[config.mk]
export PLATFORM = sky130hd
export DESIGN_NAME = step_sequencer_controller
export DESIGN_NICKNAME = d
export VERILOG_FILES = /design/src/rtl/seq_pkg.sv /design/src/rtl/step_timer.sv /design/src/rtl/step_sequencer_controller.sv
export SDC_FILE = /design/constraint.sdc
export NUM_CORES = 1
export LEC_CHECK = 0
export ABC_CLOCK_PERIOD_IN_PS = 4000
export BUFFER_PORTS_ARGS = -buffer_cell sky130_fd_sc_hd__clkbuf_2
export CELL_PAD_IN_SITES_DETAIL_PLACEMENT = 1
export CELL_PAD_IN_SITES_GLOBAL_PLACEMENT = 2
export CORE_ASPECT_RATIO = 0.8
export CORE_MARGIN = 4
export CORE_UTILIZATION = 38
export DETAILED_ROUTE_END_ITERATION = 10
export PLACE_DENSITY = 0.77
export SETUP_SLACK_MARGIN = 0.02
export SYNTH_ARGS = -nofsm -noshare
export SYNTH_HDL_FRONTEND = slang
export SYNTH_SLANG_ARGS = --single-unit
[constraint.sdc]
create_clock -name Clock -period 4 [get_ports Clock]
set_input_delay 0.8 -clock Clock [delete_from_list [all_inputs] [get_ports Clock]]
set_output_delay 0.8 -clock Clock [all_outputs]
set_load 0.05 [all_outputs]
[src/rtl/seq_pkg.sv]
// Shared types and constants for the step sequencer controller and its step timer.
package seq_pkg;
  typedef enum logic [1:0] {ST_IDLE, ST_RUN, ST_PAUSE} seq_state_e;

  localparam int NOTE_W     = 12;
  localparam int MIN_TICKS  = 2;
  localparam int DEF_STEPS  = 16;
  localparam int DEF_STEP_W = 4;
  localparam int DEF_TICK_W = 24;
endpackage

[src/rtl/step_timer.sv]
// Tick counter for one sequencer step: latches/clamps the step duration at step start
// and strobes step_end on the last tick. STEP_SWING_EN adds per-parity swing.
module step_timer
  import seq_pkg::*;
#(
  parameter int TICK_W = DEF_TICK_W
) (
  input  logic              Clock,
  input  logic              nStart,
  input  logic              run,
  input  logic              hold,
  input  logic              odd_next,
  input  logic [TICK_W-1:0] ticks_per_step,
`ifdef STEP_SWING_EN
  input  logic [TICK_W-1:0] swing_ticks,
`endif
  output logic [TICK_W-1:0] tick,
  output logic              step_end
);
  logic [TICK_W-1:0] tlat;
  logic [TICK_W-1:0] dur;

  always_comb begin
    dur = ticks_per_step;
`ifdef STEP_SWING_EN
    // Odd steps stretch (saturating at all-ones), even steps shrink (saturating at 0).
    if (odd_next) begin
      if ((TICK_W+1)'(ticks_per_step) + (TICK_W+1)'(swing_ticks) > (TICK_W+1)'({TICK_W{1'b1}}))
        dur = '1;
      else
        dur = ticks_per_step + swing_ticks;
    end else begin
      dur = (ticks_per_step > swing_ticks) ? ticks_per_step - swing_ticks : '0;
    end
`else
    if (odd_next) dur = ticks_per_step;
`endif
    if (dur < TICK_W'(MIN_TICKS)) dur = TICK_W'(MIN_TICKS);
  end

  assign step_end = run && (tick == tlat - TICK_W'(1));

  // Outside run/hold the timer sits primed for step 0 so the first step needs no extra cycle.
  always_ff @(posedge Clock or negedge nStart) begin
    if (!nStart) begin
      tick <= '0;
      tlat <= TICK_W'(MIN_TICKS);
    end else if (run) begin
      if (step_end) begin
        tick <= '0;
        tlat <= dur;
      end else begin
        tick <= tick + TICK_W'(1);
      end
    end else if (!hold) begin
      tick <= '0;
      tlat <= dur;
    end
  end
endmodule

[src/rtl/step_sequencer_controller.sv]
// Pattern step sequencer with play/pause/stop transport driving a 12-note Select bus.
// Optional STEP_SWING_EN adds a SwingTicks input for even/odd step swing.
module step_sequencer_controller
  import seq_pkg::*;
#(
  parameter int STEPS  = DEF_STEPS,
  parameter int STEP_W = DEF_STEP_W,
  parameter int TICK_W = DEF_TICK_W
) (
  input  logic              Clock,
  input  logic              nStart,
  input  logic              Play,
  input  logic              Pause,
  input  logic              Stop,
  input  logic [TICK_W-1:0] TicksPerStep,
  input  logic [TICK_W-1:0] GateTicks,
`ifdef STEP_SWING_EN
  input  logic [TICK_W-1:0] SwingTicks,
`endif
  input  logic [STEP_W-1:0] LoopLen,
  input  logic              WrEn,
  input  logic [STEP_W-1:0] WrAddr,
  input  logic [NOTE_W-1:0] WrData,
  output logic [NOTE_W-1:0] Select,
  output logic [STEP_W-1:0] Step,
  output logic              StepPulse,
  output logic              Running
);
  seq_state_e        state;
  logic [NOTE_W-1:0] pattern [STEPS];
  logic [TICK_W-1:0] tick;
  logic              step_end, run, hold, odd_next;
  logic [STEP_W-1:0] nxt;
  logic [TICK_W:0]   tick_inc, gate_ext;

  always_comb begin
    run      = (state == ST_RUN) && !Stop && !Pause;
    hold     = !Stop && ((state == ST_PAUSE) || (state == ST_RUN && Pause));
    nxt      = (Step >= LoopLen) ? '0 : Step + STEP_W'(1);
    odd_next = (state == ST_RUN) && nxt[0];
    tick_inc = (TICK_W+1)'(tick) + (TICK_W+1)'(1);
    gate_ext = (TICK_W+1)'(GateTicks);
  end

  // Same-edge writes are forwarded so a write to the sounding step appears on the next cycle.
  function automatic logic [NOTE_W-1:0] pat_at(input logic [STEP_W-1:0] idx);
    return (WrEn && WrAddr == idx) ? WrData : pattern[idx];
  endfunction

  step_timer #(.TICK_W(TICK_W)) u_timer (
    .Clock          (Clock),
    .nStart         (nStart),
    .run            (run),
    .hold           (hold),
    .odd_next       (odd_next),
    .ticks_per_step (TicksPerStep),
`ifdef STEP_SWING_EN
    .swing_ticks    (SwingTicks),
`endif
    .tick           (tick),
    .step_end       (step_end)
  );

  always_ff @(posedge Clock or negedge nStart) begin
    if (!nStart) begin
      for (int i = 0; i < STEPS; i++) pattern[i] <= '0;
    end else if (WrEn) begin
      pattern[WrAddr] <= WrData;
    end
  end

  always_ff @(posedge Clock or negedge nStart) begin
    if (!nStart) begin
      state     <= ST_IDLE;
      Select    <= '0;
      Step      <= '0;
      StepPulse <= 1'b0;
      Running   <= 1'b0;
    end else begin
      StepPulse <= 1'b0;
      unique case (state)
        ST_IDLE: if (Play && !Stop) begin
          state     <= ST_RUN;
          Running   <= 1'b1;
          Step      <= '0;
          StepPulse <= 1'b1;
          Select    <= (GateTicks != '0) ? pat_at('0) : '0;
        end
        ST_RUN: begin
          if (Stop) begin
            state   <= ST_IDLE;
            Select  <= '0;
            Step    <= '0;
            Running <= 1'b0;
          end else if (Pause) begin
            state   <= ST_PAUSE;
            Select  <= '0;
            Running <= 1'b0;
          end else if (step_end) begin
            Step      <= nxt;
            StepPulse <= 1'b1;
            Select    <= (GateTicks != '0) ? pat_at(nxt) : '0;
          end else begin
            Select <= (tick_inc < gate_ext) ? pat_at(Step) : '0;
          end
        end
        ST_PAUSE: begin
          if (Stop) begin
            state  <= ST_IDLE;
            Select <= '0;
            Step   <= '0;
          end else if (Play) begin
            // Resume replays the frozen tick without a new StepPulse.
            state   <= ST_RUN;
            Running <= 1'b1;
            Select  <= (tick < GateTicks) ? pat_at(Step) : '0;
          end
        end
        default: state <= ST_IDLE;
      endcase
    end
  end
endmodule

==> flow_metrics.py <==
metrics = {
    "global_route": {
        "grt_pass1_vias": 14000,
        "pin_count_of_the_biggest_net_entering_global_routing": 125,
        "initial_antenna_violation_count": 2,
        "grt.total_usage": 0.242,
        "grt_overflow": 0,
        "first_pass_grt_wire_length_um": 89300,
    },
    "floorplan": {
        "rows": 68,
        "top_level_ports": 92,
        "fp.coreArea_um2": 43100,
        "dieHeight_um": 195,
        "die_width_um": 242,
        "design.die.area_um2": 47100,
        "floorplan.initialDensity": 0.384,
    },
    "yosys": {
        "synth-edff-count": 0,
        "synth.top_cells.by_area": "sky130_fd_sc_hd__dfrtp_1, sky130_fd_sc_hd__mux2_2, sky130_fd_sc_hd__mux4_2",
        "syn_inst": 1474,
        "synth_fp_nets": 1605,
        "cell_type_with_the_highest_aggregate_area_in_the_netlist": "sky130_fd_sc_hd__dfrtp_1",
        "synth_cell_types": 76,
        "syn_avg_cell_area_um2": 11.3,
        "most_frequently_used_cell_type_in_the_post_synthesis_netlist": "sky130_fd_sc_hd__dfrtp_1",
        "ys_async_sr_fraction": 1.00,
        "synth_cell_count_leaders": "sky130_fd_sc_hd__dfrtp_1, sky130_fd_sc_hd__mux2_2, sky130_fd_sc_hd__clkbuf_1",
        "postSynthRegisterBits": 260,
        "synth_largest_type_area_fraction": 0.391,
        "synth_area_um2": 16600,
        "seq_area_frac_synth": 0.392,
        "yosys_warnings": 0,
        "synth_top_flop_cell": "sky130_fd_sc_hd__dfrtp_1",
    },
    "clock_network": {
        "htreeDepth": 1,
        "insertion_delay_ps": 590,
        "cts_sinks": 260,
        "clk_pin_slew_worst_paths_ps": 60,
        "tritoncts.num_buffers": 31,
        "cts.path.max_buffers": 3,
        "cts.repair_timing.setup_buffer_count": 0,
        "tritoncts": "yes",
        "cts_root_buffer": "sky130_fd_sc_hd__clkbuf_16",
        "cts-hold-fix-buffers": 0,
    },
    "drt": {
        "first_iter_violations": 1073,
        "routed-via-count": 13400,
        "drtAntennaViolNets": 0,
        "drt-pass1-iter-count": 5,
        "wire_length_per_cell_after_detailed_routing_um": 26.9,
        "drc_errors": 0,
        "vias_per_cell": 6.22,
        "wirelength_um": 58000,
    },
    "power": {
        "p_switching_mw": 3.07,
        "combinational_power_share": 0.256,
        "part_of_the_power_in_the_clock_network": 0.342,
        "power.total_mw": 9.37,
        "swShare": 0.328,
        "p_int_mw": 6.30,
        "pwr-share-seq": 0.402,
        "vdd_ir_drop_max_uv": 327,
        "power_per_cell_area_nw_per_um2": 487,
        "power.static_leakage_nw": 8.08,
    },
    "worst_setup_path": {
        "critical_path.most_common_cell": "sky130_fd_sc_hd__or4_4",
        "setup_cp_type": "reg -> reg",
        "timing.critical_path.fanout_max": 6,
        "cp.required_ps": 4500,
        "crit_chain": "or4_4 -> or3_1 -> a2111oi_2 -> nand4_1 -> or4_1 -> or4_4 -> or4_4 -> o221ai_2",
        "worst-endpoint-arrival_ps": 4330,
        "timing.critical_path.from_type": "flip-flop",
        "critical_path.max_stage_delay_ps": 620,
        "slowest_stage": "sky130_fd_sc_hd__or4_4",
        "critical_path.endpoint_type": "flip-flop",
    },
    "timing": {
        "maxSlewHeadroom": 0.188,
        "final.setup.tns_ps": 0,
        "final_hold_fails": 0,
        "layout_min_cycle_time_ps": 3830,
        "max_slew.worst_pin.slew_ps": 1220,
        "max_clock_freq_mhz": 261,
        "finalClockSkew_ps": 15.4,
        "final.setup.worst_slack_ps": 169,
        "maxSlewViolCount": 0,
        "number_of_failing_setup_endpoints_in_the_final_timing_report": 0,
        "min_period_over_period": 0.958,
        "unrepaired_setup_endpoints_after_global_routing": "false",
    },
    "final_layout": {
        "num-nets-final": 1703,
        "syn2layout_area_growth_pct": 16.1,
        "layout.cells.non_filler": 2158,
        "filler_cell_count": 4593,
        "drive_gt1_frac": 0.336,
    },
    "place": {
        "dp_slack_ps": 29.4,
        "place.detailed.hpwl_um": 39800,
        "placed_cells_incl_taps": 2099,
        "gp_congestion": 0.867,
        "io_buffers": 91,
    },
    "hold_path": {
        "worstHoldPathType": "in -> async",
    },
    "run_status": {
        "outcome": "completed",
    },
    "flow_run": {
        "timing.max_cap.violations": 0,
    },
}
==> registers in the layout, indices dropped and copies added (netlist names) <==
register / cells
StepPulse: 1
Step: 4
state: 2
pattern: 192
u_timer.tick: 24
Select: 12
Running: 1
u_timer.tlat: 24
==> power by group through the flow <==
| stage | combinational (mW) | sequential, mW | clock [mW] |
|---|---|---|---|
| after global placement | 2.30 | 3.74 | 0 |
| after CTS | 2.40 | 3.75 | 3.25 |
| after floorplan | 1.57 | 3.75 | 0 |
| final | 2.40 | 3.77 | 3.20 |
| after global routing | 2.61 | 3.84 | 3.36 |
| after detailed placement | 2.38 | 3.79 | 0 |
==> routing by layer <==
layer  GRT usage  wire [µm]  vias up
met1       0.367      27400     7065
met4      0.0496       1340        2
met5           0         13        -
met3      0.0400       3970       94
li1            -          -     5826
met2       0.367      25300      444
==> critical path: cells and delay by family, from the launching register on <==
family | cells | cell delay [ps]
simple gates | 6 | 2690
compound gates | 2 | 630
flops | 1 | 440
==> logic make-up after synthesis <==
family                   after synthesis  synth area share
AO/OA/AOI/OAI                        299             0.133
XOR/XNOR                              56            0.0296
multiplexers                         330             0.264
adder cells (fa/ha/maj)               57            0.0430
buffers and inverters                174            0.0417
flip-flops                           260             0.392
AND/OR/NAND/NOR                      298            0.0957
==> stage by stage <==
step | utilization | hold slack, ps | cell area (µm²)
after floorplan | - | 462 | 16600
after detailed placement | 0.419 | 493 | 18100
final | 0.446 | 266 | 19200
after global placement | 0.419 | 489 | 18100
after CTS | 0.446 | 317 | 19200
after global routing | 0.446 | 344 | 19200
==> area by class of cell <==
type                    count  area, µm²  area share
multi-input cells        1040       9460       0.491
clock buffers              39        856      0.0445
clock inverters            19        293      0.0152
well taps                 560        701      0.0364
repair buffers            178       1190      0.0620
flip-flops and latches    260       6510       0.338
inverters                  61        229      0.0119
diodes                      1       2.50    0.000130
==> what timing repair did <==
item / in CTS / in global routing
gates resized for setup: 0 / 5
hold endpoints to repair: 0 / 0
endpoints found under the setup margin: 0 / 12
==> final timing paths <==
path / depth (start not counted) / end / slack, ps / from
worst max register to register: 8 / Select[5]$_DFFE_PN0P_ / 170 / u_timer.tlat[0]$_DFFE_PN0P_
worst min register to register: 2 / Select[4]$_DFFE_PN0P_ / 500 / Select[4]$_DFFE_PN0P_
worst min-delay path: 1 / pattern[47]$_DFFE_PN0P_ / 270 / nStart
max in group asynchronous: 2 / u_timer.tlat[1]$_DFFE_PN1P_ / 2860 / nStart
worst max-delay path: 8 / Select[5]$_DFFE_PN0P_ / 170 / u_timer.tlat[0]$_DFFE_PN0P_
min in group Clock: 2 / u_timer.tlat[21]$_DFFE_PN0P_ / 460 / TicksPerStep[21]
==> layout by cell type (no fill, tap or decap), drive strengths merged, types with 40 or more instances in the layout <==
master / instances
dfrtp: 259
mux2: 220
clkbuf: 129
buf: 88
nand2: 65
mux4: 64
inv: 63
o21ai: 60
ha: 57
nor2: 55
mux2i: 46
a21oi: 40
Note: power is estimated with default switching activity, not from simulation.
